--- src/rtl/hps2ip_ring_ctrl.sv ---
// hps2ip_ring_ctrl
// Consumer-side sequencer for the HPS-to-IP descriptor ring. While the ring
// holds work (pi != ci) it fetches one 32-byte descriptor per AXI read burst,
// passes the beats straight to the IP datapath, advances ci, and writes ci
// back to host memory after C_WB_BATCH descriptors or when the ring drains.
//
// Ports
//   sys_clk, sys_rst            clock, synchronous active-high reset
//   dma_en                      ring enable
//   hps2ip_base/ci_base         ring base / ci writeback address (32B units)
//   hps2ip_mindex, hps2ip_pi    last valid index, producer index
//   hps2ip_ci                   consumer index
//   m_ar*/m_r*                  AXI read channel (one burst in flight)
//   desc_*                      descriptor beat stream to the datapath
//   m_aw*/m_w*/m_b*             AXI write channel for ci writeback
//
// state  | meaning
// IDLE   | sample pi/mindex, choose fetch, writeback or nothing
// AR     | read address presented, waiting for m_arready
// DATA   | descriptor beats passed through to desc_*
// AW_W   | writeback address and data presented independently
// RESP   | waiting for the write response
module hps2ip_ring_ctrl #(
    parameter int C_WB_BATCH = 4,
    parameter int C_BEATS    = 4
) (
    input  logic        sys_clk,
    input  logic        sys_rst,
    input  logic        dma_en,
    input  logic [31:5] hps2ip_base,
    input  logic [31:5] hps2ip_ci_base,
    input  logic [16:0] hps2ip_mindex,
    input  logic [15:0] hps2ip_pi,
    output logic [15:0] hps2ip_ci,
    output logic [31:0] m_araddr,
    output logic [3:0]  m_arlen,
    output logic        m_arvalid,
    input  logic        m_arready,
    input  logic [63:0] m_rdata,
    input  logic        m_rlast,
    input  logic        m_rvalid,
    output logic        m_rready,
    output logic [63:0] desc_data,
    output logic        desc_last,
    output logic        desc_valid,
    input  logic        desc_ready,
    output logic [31:0] m_awaddr,
    output logic        m_awvalid,
    input  logic        m_awready,
    output logic [63:0] m_wdata,
    output logic        m_wlast,
    output logic        m_wvalid,
    input  logic        m_wready,
    input  logic        m_bvalid,
    output logic        m_bready
);

    localparam logic [2:0] S_IDLE = 3'd0;
    localparam logic [2:0] S_AR   = 3'd1;
    localparam logic [2:0] S_DATA = 3'd2;
    localparam logic [2:0] S_AW_W = 3'd3;
    localparam logic [2:0] S_RESP = 3'd4;

    localparam logic [3:0] WB_BATCH = 4'(C_WB_BATCH);

    logic [2:0]  state;
    logic [15:0] ci;
    logic [15:0] mindex_q;
    logic [15:0] wb_ci;
    logic [3:0]  batch_cnt;
    logic [31:0] araddr_q;
    logic        aw_pend;
    logic        w_pend;

    logic [15:0] ci_next;
    logic [26:0] fetch_blk;
    logic [3:0]  batch_inc;
    logic        ring_empty;
    logic        last_hs;
    logic        aw_ok;
    logic        w_ok;

    // Bit 16 of mindex is carried by the CSR but has no meaning here.
    logic unused_mindex_msb;
    assign unused_mindex_msb = hps2ip_mindex[16];

    // mindex_q is captured when the fetch is launched so a CSR change during
    // a burst cannot alter the wrap point of the descriptor being consumed.
    assign ci_next    = (ci == mindex_q) ? 16'd0 : ci + 16'd1;
    assign fetch_blk  = hps2ip_base + {11'd0, ci};
    assign batch_inc  = batch_cnt + 4'd1;
    assign ring_empty = (hps2ip_pi == ci);
    assign last_hs    = (state == S_DATA) && m_rvalid && desc_ready && m_rlast;
    assign aw_ok      = !aw_pend || m_awready;
    assign w_ok       = !w_pend  || m_wready;

    always_ff @(posedge sys_clk) begin
        if (sys_rst) begin
            state     <= S_IDLE;
            ci        <= '0;
            mindex_q  <= '0;
            wb_ci     <= '0;
            batch_cnt <= '0;
            araddr_q  <= '0;
            aw_pend   <= 1'b0;
            w_pend    <= 1'b0;
        end else begin
            case (state)
                S_IDLE: begin
                    if (dma_en && !ring_empty) begin
                        state    <= S_AR;
                        araddr_q <= {fetch_blk, 5'h0};
                        mindex_q <= hps2ip_mindex[15:0];
                    end else if (batch_cnt != 4'd0) begin
                        state   <= S_AW_W;
                        wb_ci   <= ci;
                        aw_pend <= 1'b1;
                        w_pend  <= 1'b1;
                    end else if (!dma_en) begin
                        // Disabled and fully flushed: re-arm from index 0.
                        ci <= '0;
                    end
                end
                S_AR: begin
                    if (m_arready) state <= S_DATA;
                end
                S_DATA: begin
                    if (last_hs) begin
                        ci        <= ci_next;
                        batch_cnt <= batch_inc;
                        if (batch_inc == WB_BATCH) begin
                            state   <= S_AW_W;
                            wb_ci   <= ci_next;
                            aw_pend <= 1'b1;
                            w_pend  <= 1'b1;
                        end else begin
                            state <= S_IDLE;
                        end
                    end
                end
                S_AW_W: begin
                    if (aw_pend && m_awready) aw_pend <= 1'b0;
                    if (w_pend && m_wready)   w_pend  <= 1'b0;
                    if (aw_ok && w_ok)        state   <= S_RESP;
                end
                S_RESP: begin
                    if (m_bvalid) begin
                        batch_cnt <= '0;
                        state     <= S_IDLE;
                    end
                end
                default: state <= S_IDLE;
            endcase
        end
    end

    assign hps2ip_ci  = ci;

    assign m_araddr   = araddr_q;
    assign m_arlen    = 4'(C_BEATS - 1);
    assign m_arvalid  = (state == S_AR);

    assign m_rready   = (state == S_DATA) && desc_ready;
    assign desc_valid = (state == S_DATA) && m_rvalid;
    assign desc_data  = m_rdata;
    assign desc_last  = (state == S_DATA) && m_rlast;

    assign m_awaddr   = {hps2ip_ci_base, 5'h0};
    assign m_awvalid  = (state == S_AW_W) && aw_pend;
    assign m_wvalid   = (state == S_AW_W) && w_pend;
    assign m_wlast    = m_wvalid;
    assign m_wdata    = {48'h0, wb_ci};
    assign m_bready   = (state == S_RESP);

endmodule

--- config.mk ---
export PLATFORM = sky130hd
export DESIGN_NAME = hps2ip_ring_ctrl
export DESIGN_NICKNAME = d
export VERILOG_FILES = /design/src/rtl/hps2ip_ring_ctrl.sv
export SDC_FILE = /design/constraint.sdc
export NUM_CORES = 1
export LEC_CHECK = 0
export BUFFER_PORTS_ARGS = -buffer_cell sky130_fd_sc_hd__buf_2
export CAP_MARGIN = 20
export CORE_AREA = 3 3 146 148
export DETAILED_ROUTE_END_ITERATION = 12
export DIE_AREA = 0 0 149 151
export HOLD_SLACK_MARGIN = 0.15
export PLACE_DENSITY = 0.63
export REMOVE_ABC_BUFFERS = 1
export SLEW_MARGIN = 5
export SYNTH_ARGS = -nofsm -noshare
export SYNTH_HDL_FRONTEND = slang
export SYNTH_SLANG_ARGS = --single-unit
--- constraint.sdc ---
create_clock -name sys_clk -period 2.8 [get_ports sys_clk]
set_input_delay 0.14 -clock sys_clk [delete_from_list [all_inputs] [get_ports sys_clk]]
set_output_delay 0.14 -clock sys_clk [all_outputs]
set_load 0.01 [all_outputs]
==> results.yml, run 1 <==
sta:
  drv_slew: 0
  setup-violations-final: 0
  fmax_ghz: 0.381
  skew_ps: 12.7
  setup_slack_ps: 174
  finalCritPeriodShare: 0.938
  hold_viol_final: 0
  worst_pin_slew_ps: 835
  slew_headroom: 0.443
  fin_crit_ps: 2630
  rsz0062_at_grt: "false"
setup_path:
  rrSetupSlack_ps: 170
  worstSetupPathType: "register to register"
  cp_max_fo: 6
  start_kind: "register"
  crit_required_ps: 3060
  arrival_ps: 2880
  end_kind: "register"
yosys:
  synth_top_area_share: 0.267
  synthCells: 827
  netlist_area_um2: 6300
  yosys_most_used_dff: "dfxtp_1"
  synth_mux_area_frac: 0.00159
  ys_seq_area_frac: 0.267
  synth_edf_count: 0
  yosys.area.top_type: "dfxtp_1"
  synthTopCellsByCount: "buf_4, nand2_1, dfxtp_1"
  yosysWarnings: 0
  synth_fa_ha_area_frac: 0.0409
  synth_area_leaders: "dfxtp_1, buf_4, nand2_1"
  syn_area_per_cell_um2: 7.62
  synth.most_common_cell: "buf_4"
  synth_top_family_by_area: "buffers and inverters"
  yosysUniqueCellTypes: 63
  synthArstFlopShare: 0
  ys_ff_latch: 84
  synth-xor-area-share: 0.0695
  synth-simple-area-share: 0.212
  synth_compound_area_frac: 0.178
clock_network:
  clk_pin_slew_ps: 70
  postCtsSetupBuffers: 0
  root_buffer: "clkbuf_16"
  clock-sinks: 84
  clock_path_buffers: 2
  cts.htree.levels: 3
  cts_tree: "built"
  cts_buffers: 9
  insertion_delay_ps: 350
finish:
  post-route-util: 0.350
  layout.nets: 1083
  n_fill_cell: 2201
  final_cells: 1177
  diodes: 0
  syn_to_final_growth_pct: 12.0
  drive_above_1_share: 0.225
placement:
  place.detailed.instances: 1133
  pre_cts_ws_ps: 240
  io_buffer_count: 135
  place.gp.congestion: 0.992
  place_hpwl_mm: 27.3
drt:
  drtAntennaViolNets: 0
  drc: 0
  num_vias: 5971
  wl_per_cell_um: 27.2
  first_pass_iters: 5
  routed_via_density: 5.07
  wl_mm: 32.0
  drt_iter0_drc: 388
die:
  core.rowCount: 52
  die_h_um: 151
  fp.dieW_um: 149
  die_area_um2: 22500
  core_region_area_um2: 20200
  start_util: 0.312
  io_pins: 381
status:
  outcome: "completed"
power:
  power_density_nw_per_um2: 471
  leakagePower_nw: 3.22
  irDropWorstVdd_v: 0.000281
grt:
  grt_pass1_vias: 5454
  grt_max_degree: 41
  antenna_found_initial: 1
  overflow: 0
  grt_usage: 0.277
  grt_pass1_wl_mm: 43.2
job:
  cap_violations: 0
hold_path:
  min_path_type: "input port to register"
[timing repair]
action                                  in CTS  in global routing
hold endpoints to repair                    27                  0
endpoints found under the setup margin       0                  1
hold buffers                                28                  0
resized for setup                            0                  1
[final cells by class]
| type | instances | area (um2) | share of cell area |
|---|---|---|---|
| clock inverter | 4 | 25.0 | 0.00355 |
| tap | 270 | 338 | 0.0479 |
| multi-input combinational | 584 | 3410 | 0.483 |
| clock buffer | 12 | 246 | 0.0349 |
| sequential | 84 | 1680 | 0.238 |
| inverter | 16 | 60.1 | 0.00851 |
| timing repair buffer | 207 | 1300 | 0.184 |
[final timing paths]
kind	start	to	cells after the start
setup / recovery	hps2ip_ci[7]	m_araddr[25]	9
hold / removal	hps2ip_base[26]	m_araddr[26]	4
setup reg to reg	hps2ip_ci[7]	m_araddr[25]	9
hold reg to reg	m_araddr[17]	m_araddr[17]	2
[report_power, final]
part / leakage, nW / switching [W] / total (W) / internal [W]
clock: 0.129 / 0.000517 / 0.00114 / 0.000624
combinational: 2.40 / 0.000509 / 0.000847 / 0.000338
sequential: 0.685 / 0.0000523 / 0.00134 / 0.00129
total: 3.22 / 0.00108 / 0.00333 / 0.00225
[through the flow]
step | hold slack [ps] | area, um2 | setup TNS, ps | power (W)
floorplan | 209 | 5140 | -1020 | 0.00181
finish | 175 | 7060 | 0 | 0.00333
CTS | 153 | 7050 | 0 | 0.00335
global route | 208 | 7060 | 0 | 0.00350
global placement | 280 | 6500 | 0 | 0.00217
detailed placement | 280 | 6500 | 0 | 0.00218
[layout by cell type, fill, tap and decap left out, types with 19 or more instances in the layout]
master / instances
a211oi_1: 24
a21oi_1: 54
buf_2: 135
buf_4: 43
conb_1: 62
dfxtp_1: 84
dlygate4sd3_1: 28
ha_1: 19
nand2_1: 89
nand3_1: 26
nor2_1: 81
nor3_1: 24
xnor2_1: 29
xor2_1: 21
[worst max-delay path: stages, from the launching register on]
cell and delay [ps]:
dfxtp_1 490, ha_1 370, a21o_1 190, a31oi_1 300, nand3_1 190, a21oi_1 380
buf_4 200, nor3_1 50, xnor2_1 150, a211oi_1 230
[logic make-up (layout without fill, tap and decap cells)]
logic type / count (synthesis) / after routing
multiplexers: 1 / 1
AND/OR/NAND/NOR: 285 / 285
flip-flops: 84 / 84
AO/OA/AOI/OAI: 166 / 166
buffers and inverters: 219 / 239
other: 2 / 62
XOR/XNOR: 50 / 50
adder cells (fa/ha/maj): 20 / 20
[flip-flops by register name (all words and copies together) (netlist names)]
name / count
mindex_q: 16
aw_pend: 1
w_pend: 1
batch_cnt: 4
m_araddr: 27
state: 3
wb_ci: 16
hps2ip_ci: 16
[routing by layer]
layer	GRT usage	part of all wire	up-vias
met5	0.0682	0.0051	-
met4	0.0691	0.022	6
met3	0.326	0.26	27
met2	0.424	0.43	473
met1	0.228	0.28	2673
li1	-	-	2792
Power figures use the tool's default switching activity.
==> run 2, diff against run 1 <==
CTS_BUF_LIST = sky130_fd_sc_hd__clkbuf_2 sky130_fd_sc_hd__clkbuf_4 sky130_fd_sc_hd__clkbuf_8   (was unset)
==> run 2 against run 1 <==
Critical path depth is the same. Power shrank 8.6%. Hold slack gained 20 ps. Critical endpoint unchanged. Largest cell class unchanged.
==> results.yml, run 2 (synthesis gave the netlist of run 1 again) <==
die:
  core.rowCount: 52
  fp.dieW_um: 149
  die_h_um: 151
  core_region_area_um2: 20200
  io_pins: 381
  die_area_um2: 22500
  start_util: 0.312
sta:
  worst_pin_slew_ps: 841
  rsz0062_at_grt: "false"
  whs_ps: 195
  setup-violations-final: 0
  finalCritPeriodShare: 0.939
  fmax_ghz: 0.380
  fin_crit_ps: 2630
  slew_headroom: 0.439
  drv_slew: 0
  skew_ps: 17.5
  hold_viol_final: 0
clock_network:
  cts_tree: "built"
  clk_pin_slew_ps: 90
  insertion_delay_ps: 390
  clock_path_buffers: 2
  root_buffer: "clkbuf_8"
  cts.htree.levels: 3
  postCtsSetupBuffers: 0
  cts_buffers: 9
  clock-sinks: 84
job:
  cap_violations: 0
finish:
  syn_to_final_growth_pct: 11.0
  post-route-util: 0.347
  regArea_um2: 1680
  layout.nets: 1086
  multi_input_area_um2: 3410
  layout_common_cells: "buf_2, nand2_1, dfxtp_1"
  final_cells: 1180
  diodes: 0
  drive_above_1_share: 0.226
  n_fill_cell: 2216
  mostFrequentLayoutCell: "buf_2"
  largest_reg_flops: 27
power:
  power_density_nw_per_um2: 435
  irDropWorstVdd_v: 0.000256
  leakagePower_nw: 3.19
drt:
  num_vias: 5976
  wl_mm: 32.1
  wl_per_cell_um: 27.2
  drt_iter0_drc: 339
  routed_via_density: 5.06
  drtAntennaViolNets: 0
  drc: 0
  first_pass_iters: 5
status:
  outcome: "completed"
grt:
  grt_usage: 0.278
  grt_pass1_vias: 5489
  grt_pass1_wl_mm: 43.3
  overflow: 0
  grt_max_degree: 41
  antenna_found_initial: 1
setup_path:
  ff2ff_path_depth: 9
  rrSetupSlack_ps: 170
  end_kind: "register"
  r2r_start: "hps2ip_ci[7]"
  arrival_ps: 2930
  reg2reg_to: "m_araddr[25]"
  cp_max_fo: 6
  worstSetupPathType: "register to register"
  start_kind: "register"
  crit_required_ps: 3100
placement:
  io_buffer_count: 135
  place.gp.congestion: 0.992
  place.detailed.instances: 1133
  place_hpwl_mm: 27.3
hold_path:
  worstHoldStart: "hps2ip_base[6]"
  min_path_type: "input port to register"
  min_to: "m_araddr[6]"
  worstHoldPathCells: 4
[run 2: cell types whose count changed in the layout (fill, tap and decap cells not counted), sizes merged]
cell         change
dlygate4sd3      +3
[run 2: report_power, final]
part	switching, W	leakage (nW)	total, W	internal (W)
logic	0.000510	2.42	0.000851	0.000341
registers	0.0000522	0.685	0.00134	0.00129
clock network	0.000488	0.0892	0.000853	0.000364
total	0.00105	3.19	0.00304	0.00199
[run 2: worst max-delay path by stage]
stage / startpoint / end / slack [ps] / cells after the start
4_1_cts: hps2ip_ci[7] / m_araddr[25] / 190 / 9
3_3_place_gp: hps2ip_ci[7] / m_araddr[25] / 240 / 9
6_report: hps2ip_ci[7] / m_araddr[25] / 170 / 9
2_1_floorplan: state[1] / m_araddr[30] / -230 / 5
5_1_grt: hps2ip_ci[7] / m_araddr[21] / 20 / 9
3_5_place_dp: hps2ip_ci[1] / wb_ci[1] / 240 / 9
[run 2: routing by layer]
| metal | global-route usage | vias up | wire length (um) |
|---|---|---|---|
| met3 | 0.323 | 35 | 8380 |
| met1 | 0.227 | 2660 | 8920 |
| met4 | 0.0746 | 6 | 751 |
| met2 | 0.427 | 483 | 13900 |
| met5 | 0.0659 | - | 175 |
| li1 | - | 2792 | - |
[run 2: layout make-up]
| class | count | area share |
|---|---|---|
| inverter | 16 | 0.00859 |
| clock inverter | 4 | 0.00358 |
| timing repair buffer | 210 | 0.190 |
| multi-input combinational | 584 | 0.487 |
| clock buffer | 12 | 0.0218 |
| sequential | 84 | 0.241 |
| tap | 270 | 0.0483 |
[run 2: stage by stage]
stage | power (W) | area [um2] | setup WS (ps) | setup TNS [ps]
2_1_floorplan | 0.00181 | 5140 | -228 | -1020
3_3_place_gp | 0.00217 | 6500 | 238 | 0
3_5_place_dp | 0.00218 | 6500 | 240 | 0
4_1_cts | 0.00306 | 6990 | 191 | 0
5_1_grt | 0.00321 | 6990 | 18.9 | 0
6_report | 0.00304 | 6990 | 172 | 0
[run 2: what timing repair did]
item,4_1_cts,5_1_grt
resized for setup,0,1
endpoints found under the hold margin,31,0
endpoints found under the setup margin,0,1
hold buffers,31,0
[run 2: worst max-delay path: stages (launching register included)]
cell and delay (ps):
dfxtp_1 490, ha_1 360, a21o_1 190, a31oi_1 310, nand3_1 190, a21oi_1 380, buf_4 190, nor3_1 50
xnor2_1 150, a211oi_1 220
==> run 3, diff against run 2 <==
CORE_AREA = 3 3 117 231   (was 3 3 146 148)
DIE_AREA = 0 0 120 234   (was 0 0 149 151)
PLACE_DENSITY = 0.52   (was 0.63)
==> run 3 against run 2 <==
First-iteration DRC count is 12% lower. Die area is 25% higher. Maximum frequency decreased by 0.21%. Hold slack improved by 38 ps. Routed wire length grew 4.7%. Combinational power is 2% higher. Global-route usage fell by 4.5 points. Final cell count is 5.3% higher.
==> results.yml, run 3 (synthesis gave the netlist of run 1 again) <==
status:
  outcome: "completed"
die:
  die_h_um: 234
  core.rowCount: 82
  die_area_um2: 28100
  fp.dieW_um: 120
  io_pins: 381
  start_util: 0.249
  core_region_area_um2: 25300
setup_path:
  worstSetupPathType: "register to register"
  crit_required_ps: 3140
  rrSetupSlack_ps: 170
  start_kind: "register"
  cp_max_fo: 9
  ff2ff_path_depth: 9
  arrival_ps: 2980
  end_kind: "register"
finish:
  layout.nets: 1083
  multi_input_area_um2: 3400
  mostFrequentLayoutCell: "buf_2"
  layout_common_cells: "buf_2, nand2_1, dfxtp_1"
  regArea_um2: 1680
  final_cells: 1243
  drive_above_1_share: 0.222
  final_area_um2: 7140
  syn_to_final_growth_pct: 13.3
  largest_reg_flops: 27
  diodes: 0
  n_fill_cell: 2835
clock_network:
  clock-sinks: 84
  clk_pin_slew_ps: 100
  insertion_delay_ps: 390
  root_buffer: "clkbuf_8"
  cts.htree.levels: 3
  cts_buffers: 9
  cts_tree: "built"
  clock_path_buffers: 2
sta:
  skew_ps: 19.4
  whs_ps: 233
  drv_slew: 0
  setup-violations-final: 0
  setup_slack_ps: 166
  finalCritPeriodShare: 0.941
  slew_headroom: 0.589
  rsz0062_at_grt: "false"
  worst_pin_slew_ps: 616
  fmax_ghz: 0.380
  hold_viol_final: 0
  fin_crit_ps: 2630
grt:
  overflow: 0
  antenna_found_initial: 0
  grt_pass1_vias: 5738
  grt_max_degree: 63
  grt_usage: 0.233
  grt_pass1_wl_mm: 45.1
hold_path:
  min_path_type: "input port to register"
  worstHoldPathCells: 4
placement:
  placed_area_um2: 6590
  place.detailed.instances: 1195
  pre_cts_ws_ps: 194
  place.gp.congestion: 0.947
  place_hpwl_mm: 29.1
  io_buffer_count: 135
power:
  total_power_w: 0.00326
  power_density_nw_per_um2: 457
  leakagePower_nw: 3.20
  irDropWorstVdd_v: 0.000197
drt:
  drt_iter0_drc: 298
  wl_mm: 33.6
  first_pass_iters: 4
  wl_per_cell_um: 27.0
  routed_via_density: 4.74
  drtAntennaViolNets: 0
  num_vias: 5898
  drc: 0
job:
  cap_violations: 0
==> run 3: cell types whose count changed in the layout (fill, tap and decap cells not counted), sizes merged <==
| cell | before | now |
|---|---|---|
| buf | 179 | 175 |
| bufinv | 0 | 2 |
| clkbuf | 12 | 11 |
| clkinv | 2 | 0 |
| dlygate4sd3 | 31 | 32 |
| inv | 16 | 17 |
==> run 3: per-layer routing <==
metal | vias up | track usage | share of wire
met3 | 22 | 0.205 | 0.20
met2 | 456 | 0.446 | 0.54
met5 | - | 0.00536 | 0.00080
met4 | 2 | 0.0688 | 0.025
met1 | 2636 | 0.158 | 0.24
li1 | 2782 | - | -
==> run 3: area by class of cell <==
class,instances,area share
Tap cell,336,0.0589
Sequential cell,84,0.236
Timing Repair Buffer,207,0.189
Clock inverter,5,0.0117
Clock buffer,11,0.0203
Multi-Input combinational cell,584,0.477
Inverter,16,0.00841
==> run 3: power by group <==
| group | internal [W] | leakage (nW) | total [W] | switching, W |
|---|---|---|---|---|
| sequential | 0.00128 | 0.685 | 0.00135 | 0.0000621 |
| combinational | 0.000350 | 2.41 | 0.000865 | 0.000515 |
| clock | 0.000540 | 0.110 | 0.00105 | 0.000510 |
| total | 0.00217 | 3.20 | 0.00326 | 0.00109 |
==> run 3: per-stage QoR <==
step,util,TNS [ps]
after floorplan,-,-1020
after global placement,0.260,0
after detailed placement,0.260,0
after CTS,0.282,0
after global routing,0.282,0
final,0.282,0
==> run 3: what timing repair did <==
| item | in CTS | in global routing |
|---|---|---|
| hold buffers | 32 | 0 |
| resized for setup | 0 | 0 |
| setup buffers | 0 | 0 |
| hold endpoints to repair | 32 | 0 |
==> run 3: final timing paths <==
check                from            to
min              m_rvalid  batch_cnt[2]
min reg2reg  m_araddr[12]  m_araddr[12]
max          hps2ip_ci[1]  m_araddr[28]
max reg2reg  hps2ip_ci[1]  m_araddr[28]
==> run 3: critical path, stage by stage (launching register included) <==
cell	delay [ps]
dfxtp_1	480
ha_1	280
a21oi_1	260
o211ai_1	200
nand3_1	150
a21boi_1	180
buf_4	160
o32ai_4	140
or4b_2	630
nand3_1	90
